$ cat config.mk
export PLATFORM = sky130hd
export DESIGN_NAME = fe_redirect_ctrl_flat
export DESIGN_NICKNAME = d
export VERILOG_FILES = /design/src/rtl/fe_redirect_ctrl_pkg.sv /design/src/rtl/fe_redirect_ctrl_if.sv /design/src/rtl/fe_redirect_ctrl_arbiter.sv /design/src/rtl/fe_redirect_ctrl.sv /design/src/flat_wrapper.sv
export SDC_FILE = /design/constraint.sdc
export NUM_CORES = 1
export LEC_CHECK = 0
export CAP_MARGIN = 20
export CORE_MARGIN = 2
export CORE_UTILIZATION = 25
export DETAILED_ROUTE_END_ITERATION = 12
export GPL_TIMING_DRIVEN = 0
export PLACE_DENSITY = 0.51
export SLEW_MARGIN = 20
export SYNTH_ARGS = -nofsm -noshare
export SYNTH_HDL_FRONTEND = slang
export SYNTH_SLANG_ARGS = --single-unit
$ cat constraint.sdc
create_clock -name clk -period 3.3 [get_ports clk]
set_input_delay 0.33 -clock clk [delete_from_list [all_inputs] [get_ports clk]]
set_output_delay 0.33 -clock clk [all_outputs]
set_load 0.01 [all_outputs]
$ cat src/rtl/fe_redirect_ctrl_pkg.sv
// Shared types for front-end redirect sequencing: FSM state encoding and
// redirect request priority levels.
package fe_redirect_ctrl_pkg;

   typedef enum logic [2:0] {
      BOOT     = 3'd0,
      RUN      = 3'd1,
      FLUSH    = 3'd2,
      REDIRECT = 3'd3,
      WARMUP   = 3'd4
   } fe_redir_state_t;

   typedef logic [1:0] redir_prio_t;

   // Higher value wins; NONE doubles as "nothing pending".
   localparam redir_prio_t PRIO_NONE      = 2'd0;
   localparam redir_prio_t PRIO_JUMP      = 2'd1;
   localparam redir_prio_t PRIO_BRANCH    = 2'd2;
   localparam redir_prio_t PRIO_EXCEPTION = 2'd3;

endpackage

$ cat src/rtl/fe_redirect_ctrl_if.sv
// Signal bundle between back-end resolution, the redirect controller and the
// front-end top. master = controller side, slave = surrounding logic.
interface fe_redirect_ctrl_if #(
   parameter int PC_WIDTH  = 32,
   parameter int CNT_WIDTH = 16
);
   logic                 exception_req;
   logic [PC_WIDTH-1:0]  exception_target;
   logic                 branch_req;
   logic [PC_WIDTH-1:0]  branch_target;
   logic                 jump_req;
   logic [PC_WIDTH-1:0]  jump_target;
   logic                 backend_stall;
   logic                 fifo_if_id_empty;
   logic                 fifo_id_mp_empty;
   logic                 fifo_mp_rn_empty;

   logic                 flush;
   logic                 redirect;
   logic [PC_WIDTH-1:0]  pc_override;
   logic                 if_en;
   logic                 id_en;
   logic                 stall;
   logic                 busy;
   logic [CNT_WIDTH-1:0] redirect_count;

   modport master (
      input  exception_req, exception_target,
      input  branch_req, branch_target,
      input  jump_req, jump_target,
      input  backend_stall,
      input  fifo_if_id_empty, fifo_id_mp_empty, fifo_mp_rn_empty,
      output flush, redirect, pc_override,
      output if_en, id_en, stall, busy, redirect_count
   );

   modport slave (
      output exception_req, exception_target,
      output branch_req, branch_target,
      output jump_req, jump_target,
      output backend_stall,
      output fifo_if_id_empty, fifo_id_mp_empty, fifo_mp_rn_empty,
      input  flush, redirect, pc_override,
      input  if_en, id_en, stall, busy, redirect_count
   );

endinterface

$ cat src/rtl/fe_redirect_ctrl_arbiter.sv
// Fixed-priority redirect picker: exception > branch > jump. Purely
// combinational so the back end can reuse it for its own ordering.
module redir_arbiter
   import fe_redirect_ctrl_pkg::*;
#(
   parameter int PC_WIDTH = 32
) (
   input  logic                exc_req,
   input  logic [PC_WIDTH-1:0] exc_target,
   input  logic                br_req,
   input  logic [PC_WIDTH-1:0] br_target,
   input  logic                jmp_req,
   input  logic [PC_WIDTH-1:0] jmp_target,
   output logic                valid,
   output redir_prio_t         prio,
   output logic [PC_WIDTH-1:0] target
);

   always_comb begin
      valid  = exc_req | br_req | jmp_req;
      prio   = PRIO_NONE;
      target = '0;
      if (exc_req) begin
         prio   = PRIO_EXCEPTION;
         target = exc_target;
      end else if (br_req) begin
         prio   = PRIO_BRANCH;
         target = br_target;
      end else if (jmp_req) begin
         prio   = PRIO_JUMP;
         target = jmp_target;
      end
   end

endmodule

$ cat src/rtl/fe_redirect_ctrl.sv
// Front-end redirect sequencer: flush the decode FIFOs, wait for drain, drive a
// one-cycle PC override, then bring fetch and decode back up in order.
//
// state    | meaning
// ---------+------------------------------------------------------------
// BOOT     | post-reset settle, fetch held off, requests ignored
// RUN      | normal operation, any request starts a flush
// FLUSH    | flush held for a minimum time and until all FIFOs drain
// REDIRECT | single cycle: pc_override loaded into fetch
// WARMUP   | single cycle: fetch running, decode still held
module fe_redirect_ctrl
   import fe_redirect_ctrl_pkg::*;
#(
   parameter int PC_WIDTH     = 32,
   parameter int FLUSH_CYCLES = 2,
   parameter int BOOT_CYCLES  = 4,
   parameter int CNT_WIDTH    = 16
) (
   input  logic               clk,
   input  logic               rst_n,
   fe_redirect_ctrl_if.master fe
);

   localparam int TMR_MAX = (BOOT_CYCLES > FLUSH_CYCLES) ? BOOT_CYCLES : FLUSH_CYCLES;
   localparam int TMR_W   = (TMR_MAX < 2) ? 1 : $clog2(TMR_MAX);
   localparam logic [TMR_W-1:0] TMR_BOOT  = TMR_W'(BOOT_CYCLES - 1);
   localparam logic [TMR_W-1:0] TMR_FLUSH = TMR_W'(FLUSH_CYCLES - 1);

   fe_redir_state_t      state_q, state_d;
   logic [TMR_W-1:0]     tmr_q, tmr_d;
   logic [PC_WIDTH-1:0]  pend_pc_q, pend_pc_d;
   redir_prio_t          pend_prio_q, pend_prio_d;

   logic                 flush_q, flush_d;
   logic                 redirect_q, redirect_d;
   logic [PC_WIDTH-1:0]  pc_override_q, pc_override_d;
   logic                 if_en_q, if_en_d;
   logic                 id_en_q, id_en_d;
   logic                 stall_q, stall_d;
   logic                 busy_q, busy_d;
   logic [CNT_WIDTH-1:0] count_q, count_d;

   logic                 arb_valid;
   redir_prio_t          arb_prio;
   logic [PC_WIDTH-1:0]  arb_target;
   logic                 fifos_empty;

   redir_arbiter #(.PC_WIDTH(PC_WIDTH)) u_arb (
      .exc_req    (fe.exception_req),
      .exc_target (fe.exception_target),
      .br_req     (fe.branch_req),
      .br_target  (fe.branch_target),
      .jmp_req    (fe.jump_req),
      .jmp_target (fe.jump_target),
      .valid      (arb_valid),
      .prio       (arb_prio),
      .target     (arb_target)
   );

   assign fifos_empty = fe.fifo_if_id_empty & fe.fifo_id_mp_empty & fe.fifo_mp_rn_empty;

   always_comb begin
      state_d     = state_q;
      tmr_d       = tmr_q;
      pend_pc_d   = pend_pc_q;
      pend_prio_d = pend_prio_q;
      case (state_q)
         BOOT: begin
            if (tmr_q == '0) state_d = RUN;
            else             tmr_d   = tmr_q - 1'b1;
         end
         // A request right after a redirect starts afresh; the finished
         // redirect's priority no longer matters.
         RUN, REDIRECT, WARMUP: begin
            if (arb_valid) begin
               state_d     = FLUSH;
               tmr_d       = TMR_FLUSH;
               pend_pc_d   = arb_target;
               pend_prio_d = arb_prio;
            end else if (state_q == REDIRECT) begin
               state_d = WARMUP;
            end else if (state_q == WARMUP) begin
               state_d     = RUN;
               pend_prio_d = PRIO_NONE;
            end
         end
         FLUSH: begin
            if (arb_valid && (arb_prio >= pend_prio_q)) begin
               tmr_d       = TMR_FLUSH;
               pend_pc_d   = arb_target;
               pend_prio_d = arb_prio;
            end else if ((tmr_q == '0) && fifos_empty) begin
               state_d = REDIRECT;
            end else if (tmr_q != '0) begin
               tmr_d = tmr_q - 1'b1;
            end
         end
         default: state_d = BOOT;
      endcase
   end

   // Outputs are decoded from the next state so they register alongside it.
   always_comb begin
      flush_d       = 1'b0;
      redirect_d    = 1'b0;
      if_en_d       = 1'b0;
      id_en_d       = 1'b0;
      stall_d       = 1'b1;
      busy_d        = 1'b1;
      pc_override_d = pc_override_q;
      count_d       = count_q;
      case (state_d)
         RUN: begin
            if_en_d = 1'b1;
            id_en_d = 1'b1;
            stall_d = fe.backend_stall;
            busy_d  = 1'b0;
         end
         FLUSH: flush_d = 1'b1;
         REDIRECT: begin
            redirect_d    = 1'b1;
            if_en_d       = 1'b1;
            stall_d       = 1'b0;
            pc_override_d = pend_pc_d;
            if (count_q != '1) count_d = count_q + 1'b1;
         end
         WARMUP: begin
            if_en_d = 1'b1;
            stall_d = fe.backend_stall;
         end
         default: ;
      endcase
   end

   always_ff @(posedge clk or negedge rst_n) begin
      if (!rst_n) begin
         state_q       <= BOOT;
         tmr_q         <= TMR_BOOT;
         pend_pc_q     <= '0;
         pend_prio_q   <= PRIO_NONE;
         flush_q       <= 1'b0;
         redirect_q    <= 1'b0;
         pc_override_q <= '0;
         if_en_q       <= 1'b0;
         id_en_q       <= 1'b0;
         stall_q       <= 1'b1;
         busy_q        <= 1'b1;
         count_q       <= '0;
      end else begin
         state_q       <= state_d;
         tmr_q         <= tmr_d;
         pend_pc_q     <= pend_pc_d;
         pend_prio_q   <= pend_prio_d;
         flush_q       <= flush_d;
         redirect_q    <= redirect_d;
         pc_override_q <= pc_override_d;
         if_en_q       <= if_en_d;
         id_en_q       <= id_en_d;
         stall_q       <= stall_d;
         busy_q        <= busy_d;
         count_q       <= count_d;
      end
   end

   assign fe.flush          = flush_q;
   assign fe.redirect       = redirect_q;
   assign fe.pc_override    = pc_override_q;
   assign fe.if_en          = if_en_q;
   assign fe.id_en          = id_en_q;
   assign fe.stall          = stall_q;
   assign fe.busy           = busy_q;
   assign fe.redirect_count = count_q;

endmodule

$ cat src/flat_wrapper.sv
// flat-port wrapper written by rule: the top's interface ports become plain ports
module fe_redirect_ctrl_flat import fe_redirect_ctrl_pkg::*;
#(
   parameter int PC_WIDTH     = 32,
   parameter int FLUSH_CYCLES = 2,
   parameter int BOOT_CYCLES  = 4,
   parameter int CNT_WIDTH    = 16
)
  (clk, rst_n, fe_exception_req, fe_exception_target, fe_branch_req, fe_branch_target, fe_jump_req, fe_jump_target, fe_backend_stall, fe_fifo_if_id_empty, fe_fifo_id_mp_empty, fe_fifo_mp_rn_empty, fe_flush, fe_redirect, fe_pc_override, fe_if_en, fe_id_en, fe_stall, fe_busy, fe_redirect_count);
  fe_redirect_ctrl_if #(.PC_WIDTH(PC_WIDTH), .CNT_WIDTH(CNT_WIDTH)) fe_i ();
  input  logic clk;
  input  logic rst_n;
  input wire logic [$bits(fe_i.exception_req)-1:0] fe_exception_req;
  input wire logic [$bits(fe_i.exception_target)-1:0] fe_exception_target;
  input wire logic [$bits(fe_i.branch_req)-1:0] fe_branch_req;
  input wire logic [$bits(fe_i.branch_target)-1:0] fe_branch_target;
  input wire logic [$bits(fe_i.jump_req)-1:0] fe_jump_req;
  input wire logic [$bits(fe_i.jump_target)-1:0] fe_jump_target;
  input wire logic [$bits(fe_i.backend_stall)-1:0] fe_backend_stall;
  input wire logic [$bits(fe_i.fifo_if_id_empty)-1:0] fe_fifo_if_id_empty;
  input wire logic [$bits(fe_i.fifo_id_mp_empty)-1:0] fe_fifo_id_mp_empty;
  input wire logic [$bits(fe_i.fifo_mp_rn_empty)-1:0] fe_fifo_mp_rn_empty;
  output wire logic [$bits(fe_i.flush)-1:0] fe_flush;
  output wire logic [$bits(fe_i.redirect)-1:0] fe_redirect;
  output wire logic [$bits(fe_i.pc_override)-1:0] fe_pc_override;
  output wire logic [$bits(fe_i.if_en)-1:0] fe_if_en;
  output wire logic [$bits(fe_i.id_en)-1:0] fe_id_en;
  output wire logic [$bits(fe_i.stall)-1:0] fe_stall;
  output wire logic [$bits(fe_i.busy)-1:0] fe_busy;
  output wire logic [$bits(fe_i.redirect_count)-1:0] fe_redirect_count;
  assign fe_i.exception_req = fe_exception_req;
  assign fe_i.exception_target = fe_exception_target;
  assign fe_i.branch_req = fe_branch_req;
  assign fe_i.branch_target = fe_branch_target;
  assign fe_i.jump_req = fe_jump_req;
  assign fe_i.jump_target = fe_jump_target;
  assign fe_i.backend_stall = fe_backend_stall;
  assign fe_i.fifo_if_id_empty = fe_fifo_if_id_empty;
  assign fe_i.fifo_id_mp_empty = fe_fifo_id_mp_empty;
  assign fe_i.fifo_mp_rn_empty = fe_fifo_mp_rn_empty;
  assign fe_flush = fe_i.flush;
  assign fe_redirect = fe_i.redirect;
  assign fe_pc_override = fe_i.pc_override;
  assign fe_if_en = fe_i.if_en;
  assign fe_id_en = fe_i.id_en;
  assign fe_stall = fe_i.stall;
  assign fe_busy = fe_i.busy;
  assign fe_redirect_count = fe_i.redirect_count;
  fe_redirect_ctrl #(.PC_WIDTH(PC_WIDTH), .FLUSH_CYCLES(FLUSH_CYCLES), .BOOT_CYCLES(BOOT_CYCLES), .CNT_WIDTH(CNT_WIDTH)) u_core (.clk(clk), .rst_n(rst_n), .fe(fe_i));
endmodule
==> flow_summary.toml, run 1 <==
[clocking]
clockBufferDepth = 2
clkSlewWorstSetupHoldPaths_ns = 0.07
root_buffer = "clkbuf_16"
htreeDepth = 3
clk_latency_ns = 0.34
cts_sinks = 93
cts_setup_buffers = 0
cts_tree = "built"
cts_buffers = 9

[timing]
finalSetupTns_ns = 0
grt_setup_unrepaired = "false"
fin_crit_sh = 0.9182
hold_viol = 0
slew_viol_final = 0
clock_skew_ns = 0.007493
fmax_mhz = 330.0
worst_slew_margin_rel = 0.6033
worstMarginPinSlew_ns = 0.5950
setup_viol = 0
finalCriticalPeriod_ns = 3.030

[finish]
instances_no_fill = 855
finalNetCount = 734
area_growth_syn_to_layout_pct = 49.14
final_cell_area_mm2 = 0.006649
antenna_cells = 0
drive_gt1_frac = 0.1270
nFillCells = 1736

[run_status]
status = "completed"

[hold_path]
worstHoldStart = "fe_branch_req"
hp-class = "in2reg"
min_path_cells = 3
holdPathEnd = "u_core.pend_prio_q[1]"

[grt]
grt_overflow = 0
grt_busiest_layer = "met2"
gr-usage-met3 = 0.03679
grt_pass1_vias = 3949
grt_pass1_wl_um = 20260
antenna_found_initial = 1
grt_max_degree = 52
grt_usage = 0.1408
use_met2 = 0.2308
use_met1 = 0.1784

[placement]
dp_hpwl_um = 9666
dp.cells = 839
portBuffers = 157
placed_area_mm2 = 0.006340
place.gp.congestion = 0.7596

[route]
vias = 3876
viasPerCell = 4.533
antenna_left = 0
drt_iter0_drc = 169
drt-wirelength-per-cell_um = 15.02
drt-total-wl_um = 12840
drt-pass1-iter-count = 4
drc = 0

[logic_synthesis]
synth.distinct_cells = 45
synth.avg_cell_area_um2 = 9.776
yosysWarnings = 0
synthFlopType = "dfrtp_1"
synth_nets = 565
synth_edf_count = 0
synthArstFlopShare = 1.000
syn_area_mm2 = 0.004458
seq_area_frac_synth = 0.5232
syn_inst = 456
synth-seq-cells = 93

[critical_path]
cp.required_ns = 3.52
r2r-end = "u_core.pend_pc_q[16]"
crit_start = "fe_jump_req"
r2r-start = "u_core.pend_prio_q[0]"
reg2reg_slack_ns = 1.12
cp_max_fo = 10
crit_path_end_kind = "flop"
crit_type = "in2reg"
crit_arrival_ns = 3.25
critPathLaunchType = "primary input"
r2r_cells = 7

[floorplanning]
start_util = 0.2568
dieArea_mm2 = 0.01892
io_pins = 159
rows = 48
core_mm2 = 0.01736
die_h_um = 137.5
die_x_um = 137.5

[flow_run]
cap_viol_max_count = 0

[power_and_ir_drop]
powerDensity_mw_per_mm2 = 628.7
power_leakage_nw = 2.991
worst_ir_drop_vdd_mv = 0.2883
[where the power goes]
group	leakage (nW)	internal [W]	switching (W)	total [W]
logic	1.65	0.000869	0.000632	0.00150
registers	1.20	0.00151	0.000177	0.00169
clock network	0.138	0.000552	0.000440	0.000992
total	2.99	0.00293	0.00125	0.00418
[worst max-delay path by stage]
stage	end	slack (ns)	depth (start not counted)
2_1_floorplan	u_core.pend_pc_q[10]	0.48	12
3_3_place_gp	u_core.pend_pc_q[20]	-1.67	1
3_5_place_dp	u_core.pend_pc_q[16]	-0.72	11
4_1_cts	u_core.pend_pc_q[16]	0.04	10
5_1_grt	u_core.pend_pc_q[16]	0.01	12
6_report	u_core.pend_pc_q[16]	0.27	12
[critical path, cell delays in order]
cell	delay (ns)
clkdlybuf4s50_1	0.50
nor2b_1	0.14
clkbuf_2	0.22
clkbuf_2	0.25
nor2_1	0.11
ha_1	0.31
nand2b_1	0.17
a21oi_2	0.26
nor2_1	0.13
o21ai_4	0.27
buf_6	0.21
mux2_2	0.35
[layout by cell type (no fill, tap or decap), drive strengths merged, types with 3 or more instances in the layout]
cell,instances
dfrtp,89
xor2,9
inv,10
a21oi,7
nand4,4
nand2,138
mux2,36
a22oi,32
dfstp,4
nand3,8
buf,14
clkbuf,26
nor3,10
o21ai,36
xnor2,3
nor4,4
nor2b,4
clkdlybuf4s50,155
nand2b,3
nor2,10
ha,4
[Yosys cell counts, types with 3 or more instances]
cell type	instances	area, µm²
a21oi_1	7	35.03
a22oi_1	32	240.2
buf_2	4	20.02
buf_6	5	56.30
clkbuf_1	16	60.06
dfrtp_1	89	2227
dfstp_2	4	105.1
ha_1	4	50.05
inv_1	9	33.78
mux2_2	34	382.9
nand2_1	138	518.0
nand3_1	8	40.04
nand4_1	3	18.77
nor2_1	10	37.54
nor2b_1	4	25.02
nor3_1	8	40.04
nor4_1	3	18.77
o21ai_0	33	165.2
xnor2_1	3	26.28
xor2_1	9	78.83
[cells by family (layout without fill, tap and decap cells)]
group | after synthesis | after routing | share of synthesized area
AND/OR/NAND/NOR | 188 | 188 | 0.1833
buffers and inverters | 37 | 211 | 0.04238
adder cells (fa/ha/maj) | 4 | 4 | 0.01123
XOR/XNOR | 12 | 12 | 0.02358
multiplexers | 38 | 38 | 0.09627
flip-flops | 93 | 93 | 0.5232
AO/OA/AOI/OAI | 84 | 84 | 0.1201
[metal layers]
| layer | wire length [µm] | share of wire |
|---|---|---|
| met5 | 11 | 0.00086 |
| met4 | 197 | 0.015 |
| met3 | 816 | 0.064 |
| met2 | 6090 | 0.47 |
| met1 | 5722 | 0.45 |
[repair_timing]
| action | in CTS | in global routing |
|---|---|---|
| hold buffers | 1 | 0 |
| resized for setup | 4 | 1 |
| pin swaps | 0 | 1 |
| endpoints found under the hold margin | 40 | 0 |
| endpoints found under the setup margin | 65 | 61 |
[final cells by class]
class	count	area [µm²]	area share
sequential	93	2332	0.3508
multi-input combinational	326	1948	0.2930
timing repair buffer	159	1613	0.2426
tap	225	281.5	0.04234
clock buffer	11	252.7	0.03801
buffer	27	153.9	0.02315
clock inverter	5	33.78	0.005081
inverter	9	33.78	0.005081
[flip-flops by register name, indices dropped and copies added (netlist names)]
| register | cells |
|---|---|
| u_core.fe.id_en | 1 |
| u_core.fe.redirect | 1 |
| u_core.state_q | 3 |
| u_core.fe.if_en | 1 |
| u_core.fe.redirect_count | 16 |
| u_core.tmr_q | 2 |
| u_core.fe.stall | 1 |
| u_core.fe.busy | 1 |
| u_core.fe.flush | 1 |
| u_core.pend_pc_q | 32 |
| u_core.fe.pc_override | 32 |
| u_core.pend_prio_q | 2 |
[stage by stage]
step	util	hold WS, ns	worst slack [ns]	total power, W
CTS	0.3829	0.4078	0.03753	0.004267
global placement	0.3636	0.4407	-1.672	0.003173
floorplan	-	0.03441	0.4768	0.002597
finish	0.3831	0.4070	0.2699	0.004180
detailed placement	0.3653	0.2830	-0.7208	0.003226
global route	0.3831	0.4299	0.01481	0.004478
Power figures use the tool's default switching activity.
==> run 2, diff against run 1 <==
- CORE_MARGIN: 2 -> 5
- SLEW_MARGIN: 20 -> unset
==> run 2 against run 1 <==
Net effect:
- hold slack got worse by 0.43 ns
- critical path depth unchanged
- global-route usage is 1.2 points lower
- critical endpoint is now u_core.pend_pc_q[13]
- sequential cell count did not move
- first-iteration DRC count fell by 7.1%
- utilization barely moved
- non-clock buffer count down 1
- sequential share of layout area decreased by 0.11 points
- the run now ends with negative hold slack left
- highest routed layer is now met4
- via count decreased by 1.7%
- register-to-register slack gained 0.02 ns
- clock power rose by 12%
==> flow_summary.toml, run 2 (synthesis gave the netlist of run 1 again) <==
[run_status]
status = "finished with violations"
violations = "negative hold slack"

[timing]
slew_viol_final = 0
fin_crit_sh = 0.9243
grt_setup_unrepaired = "false"
clock_skew_ns = 0.006451
worst_slew_margin_rel = 0.5987
worstMarginPinSlew_ns = 0.6019
hold_viol = 12
whs_ns = -0.01971
setup_viol = 0
fmax_mhz = 327.8
finalCriticalPeriod_ns = 3.050

[clocking]
cts_setup_buffers = 0
clockBufferDepth = 2
cts_hold_buf = 0
cts-resized-gates = 4
clkSlewWorstSetupHoldPaths_ns = 0.07
cts_sinks = 93
clk_latency_ns = 0.34
htreeDepth = 3
root_buffer = "clkbuf_16"
cts_buffers = 9
cts_tree = "built"

[floorplanning]
dieArea_mm2 = 0.02060
die_h_um = 143.5
die_x_um = 143.5
core_mm2 = 0.01742
rows = 48
io_pins = 159
start_util = 0.2560

[power_and_ir_drop]
p_int_w = 0.003044
worst_ir_drop_vdd_mv = 0.2505
pwr-share-seq = 0.393
clkPwrFrac = 0.259
power_frac_comb = 0.348
swShare = 0.2903
powerDensity_mw_per_mm2 = 642.9
power_leakage_nw = 2.988
power_switching_w = 0.001245

[finish]
finalNetCount = 733
instances_no_fill = 854
final_common_cell = "clkdlybuf4s50_1"
area_growth_syn_to_layout_pct = 49.62
antenna_cells = 0
drive_gt1_frac = 0.1272
mostFrequentLayoutCells = "clkdlybuf4s50_1 (155), nand2_1 (138), dfrtp_1 (89)"

[critical_path]
crit_path_end_kind = "flop"
crit_arrival_ns = 3.27
critPathLaunchType = "primary input"
cp_max_fo = 10
cp.required_ns = 3.52
crit_type = "in2reg"

[placement]
place.gp.congestion = 0.7941
portBuffers = 157
dp.cells = 839
dp_hpwl_um = 10040

[route]
antenna_left = 0
drt-total-wl_um = 13110
drt_iter0_drc = 157
drt-pass1-iter-count = 4
drc = 0
drt-wirelength-per-cell_um = 15.35
vias = 3811
viasPerCell = 4.463

[grt]
antenna_found_initial = 0
grt_pass1_wl_um = 20960
grt_max_degree = 53
grt_overflow = 0
grt_usage = 0.1292
grt_pass1_vias = 4058

[hold_path]
hp-class = "in2async"

[flow_run]
cap_viol_max_count = 0
==> run 2: per-layer routing <==
metal  wire length, µm  GRT usage  vias up
li1                  -          -     1890
met1              5479     0.1592     1803
met2              6510     0.2200      109
met3               996    0.03794        9
met4               126    0.03717        0
met5                 0          0        -
==> run 2: path summary, 6_finish.rpt <==
check	start	to	slack (ns)	depth (start not counted)
worst max register to register	u_core.pend_prio_q[0]	u_core.pend_pc_q[13]	1.14	7
worst max-delay path	fe_jump_req	u_core.pend_pc_q[13]	0.25	12
max in group asynchronous	rst_n	u_core.fe.pc_override[20]	2.67	2
worst min register to register	u_core.pend_pc_q[10]	u_core.fe.pc_override[10]	0.46	2
min in group clk	fe_branch_req	u_core.pend_prio_q[1]	0.42	3
worst min-delay path	rst_n	u_core.fe.redirect_count[9]	-0.02	1
==> run 2: critical path, cell delays in order <==
cell             delay [ns]
clkdlybuf4s50_1        0.51
nor2b_1                0.15
clkbuf_2               0.20
clkbuf_2               0.27
nor2_1                 0.09
ha_1                   0.30
nand2b_1               0.17
a21oi_2                0.27
nor2_1                 0.13
o21ai_4                0.28
buf_6                  0.20
mux2_2                 0.35
==> run 2: cell type report <==
| class | instances | area, µm² |
|---|---|---|
| buffer | 27 | 153.9 |
| clock buffer | 9 | 225.2 |
| clock inverter | 7 | 100.1 |
| fill | 1721 | 10750 |
| inverter | 9 | 33.78 |
| multi-input combinational | 326 | 1948 |
| sequential | 93 | 2332 |
| tap | 225 | 281.5 |
| timing repair buffer | 158 | 1595 |
==> run 2: power by group through the flow <==
stage	sequential [W]	clock, W	combinational [W]
after floorplan	0.00173	0	0.000869
after global placement	0.00169	0	0.00148
after detailed placement	0.00171	0	0.00151
after CTS	0.00169	0.00116	0.00153
after global routing	0.00173	0.00120	0.00165
final	0.00168	0.00111	0.00149
==> run 2: through the flow <==
stage	total power, W	setup slack [ns]	util	TNS (ns)	area [µm²]
final	0.004289	0.2498	0.3830	0	6670
after CTS	0.004385	0.05230	0.3829	0	6669
after global routing	0.004575	0.06125	0.3830	0	6670
after detailed placement	0.003224	-0.7411	0.3638	-44.63	6336
after global placement	0.003176	-1.639	0.3624	-189.93	6311
after floorplan	0.002597	0.4768	-	0	4458
==> run 3, diff against run 2 <==
- CORE_UTILIZATION: 25 -> 49
- PLACE_DENSITY: 0.51 -> 0.87
- RECOVER_POWER: unset -> 50
==> run 3 against run 2 <==
Net effect:
- the run ends with max-capacitance violations, max-slew violations left
- clock power down 31%
- hold slack better by 0.41 ns
- cell count is 14% lower
- non-clock buffer count grew 1
- total power shrank 7.9%
- critical path type unchanged
- first-iteration DRC count down 21%
==> flow_summary.toml, run 3 (synthesis gave the netlist of run 1 again) <==
[grt]
grt_pass1_wl_um = 20360
use_met1 = 0.2838
antenna_found_initial = 0
use_met2 = 0.3975
grt_usage = 0.2281
grt_busiest_layer = "met2"
grt_max_degree = 60
grt_overflow = 0
grt_pass1_vias = 4138
gr-usage-met3 = 0.04951

[floorplanning]
io_pins = 159
die_x_um = 105.4
die_h_um = 105.4
start_util = 0.5063
rows = 34
core_mm2 = 0.008806
dieArea_mm2 = 0.01111

[route]
viasPerCell = 5.341
drt-total-wl_um = 12400
drt-wirelength-per-cell_um = 16.81
antenna_left = 0
drt-pass1-iter-count = 4
drt_iter0_drc = 124
drc = 0
vias = 3942

[timing]
finalCriticalPeriod_ns = 3.118
fin_crit_sh = 0.9450
clock_skew_ns = 0.01617
hold_viol = 0
fmax_mhz = 320.7
worst_slew_margin_rel = -0.2883
worstMarginPinSlew_ns = 1.932
grt_setup_unrepaired = "false"
setup_viol = 0
slew_viol_final = 35

[clocking]
cts_sinks = 93
cts_tree = "built"
clockBufferDepth = 2
root_buffer = "clkbuf_8"
clk_latency_ns = 0.36
clkSlewWorstSetupHoldPaths_ns = 0.09
cts_buffers = 9
cts_setup_buffers = 0
htreeDepth = 3

[critical_path]
crit_path_end_kind = "flop"
cp.required_ns = 3.54
cp_max_fo = 10
crit_type = "in2reg"
crit_arrival_ns = 3.36
critPathLaunchType = "primary input"

[placement]
dp.cells = 722
dp_hpwl_um = 9447
place.gp.congestion = 0.8344
portBuffers = 157

[finish]
drive_gt1_frac = 0.1206
nFillCells = 687
mostFrequentLayoutCells = "nand2_1 (138), clkdlybuf4s50_1 (134), dfrtp_1 (89)"
antenna_cells = 0
postLayoutCoreUtil = 0.7262
finalNetCount = 734
area_growth_syn_to_layout_pct = 43.45
instances_no_fill = 738
final_common_cell = "nand2_1"

[power_and_ir_drop]
worst_ir_drop_vdd_mv = 0.2798
totalPowerFinal_w = 0.003951
powerDensity_mw_per_mm2 = 617.8
power_leakage_nw = 2.995

[run_status]
violations = "max-capacitance violations, max-slew violations"
status = "finished with violations"

[flow_run]
cap_viol_max_count = 1

[hold_path]
hp-class = "in2reg"
-- run 3: changes by cell type in the layout (fill, tap and decap cells not counted), sizes merged --
cell	delta
dlygate4sd3	+22
clkinvlp	-2
clkbuf	+2
bufinv	-1
inv	+2
clkdlybuf4s50	-21
buf	-1
-- run 3: final cells by class --
type | count | area (µm²) | share of cell area
buffer | 27 | 152.6 | 0.02387
timing repair buffer | 159 | 1602 | 0.2504
clock inverter | 6 | 68.82 | 0.01076
sequential | 93 | 2332 | 0.3647
clock buffer | 10 | 127.6 | 0.01996
multi-input combinational | 326 | 1943 | 0.3039
tap | 108 | 135.1 | 0.02113
inverter | 9 | 33.78 | 0.005283
-- run 3: per-layer routing --
metal	vias up	wire, µm
met5	-	0
met2	142	6305
li1	1894	-
met4	0	201
met1	1888	5035
met3	18	861
-- run 3: what timing repair did --
action,4_1_cts,5_1_grt
resized for setup,3,1
setup endpoints to repair,34,30
hold buffers,1,0
endpoints found under the hold margin,32,0
-- run 3: metrics by stage --
step | hold slack (ns) | TNS [ns] | instance area, µm² | setup WS (ns)
2_1_floorplan | 0.03441 | 0 | 4458 | 0.4768
3_3_place_gp | 0.4389 | -149.82 | 6165 | -1.357
3_5_place_dp | 0.3148 | -30.18 | 6190 | -0.5544
4_1_cts | 0.3775 | 0 | 6396 | 0.1091
5_1_grt | 0.3773 | 0 | 6395 | 0.01788
6_report | 0.3883 | 0 | 6395 | 0.1816
-- run 3: power breakdown --
part / total, W / internal [W] / switching [W]
sequential: 0.00169 / 0.00151 / 0.000187
combinational: 0.00149 / 0.000848 / 0.000641
clock: 0.000768 / 0.000356 / 0.000411
total: 0.00395 / 0.00271 / 0.00124
-- run 3: critical path: stages --
cell	delay [ns]
clkdlybuf4s50_1	0.50
nor2b_1	0.13
clkbuf_1	0.28
clkbuf_2	0.32
nor2_1	0.11
ha_1	0.30
nand2b_1	0.17
a21oi_2	0.26
nor2_1	0.12
o21ai_4	0.27
buf_6	0.20
mux2_2	0.35
-- run 3: final timing paths --
kind	startpoint	end	slack, ns	depth (start not counted)
max in group asynchronous	rst_n	u_core.pend_pc_q[23]	1.14	2
min	fe_branch_req	u_core.pend_prio_q[1]	0.39	3
max reg2reg	u_core.pend_prio_q[0]	u_core.pend_pc_q[4]	1.16	7
min reg2reg	u_core.pend_pc_q[16]	u_core.fe.pc_override[16]	0.46	2
max	fe_jump_req	u_core.pend_pc_q[4]	0.18	12
min in group asynchronous	rst_n	u_core.fe.redirect_count[6]	1.03	2
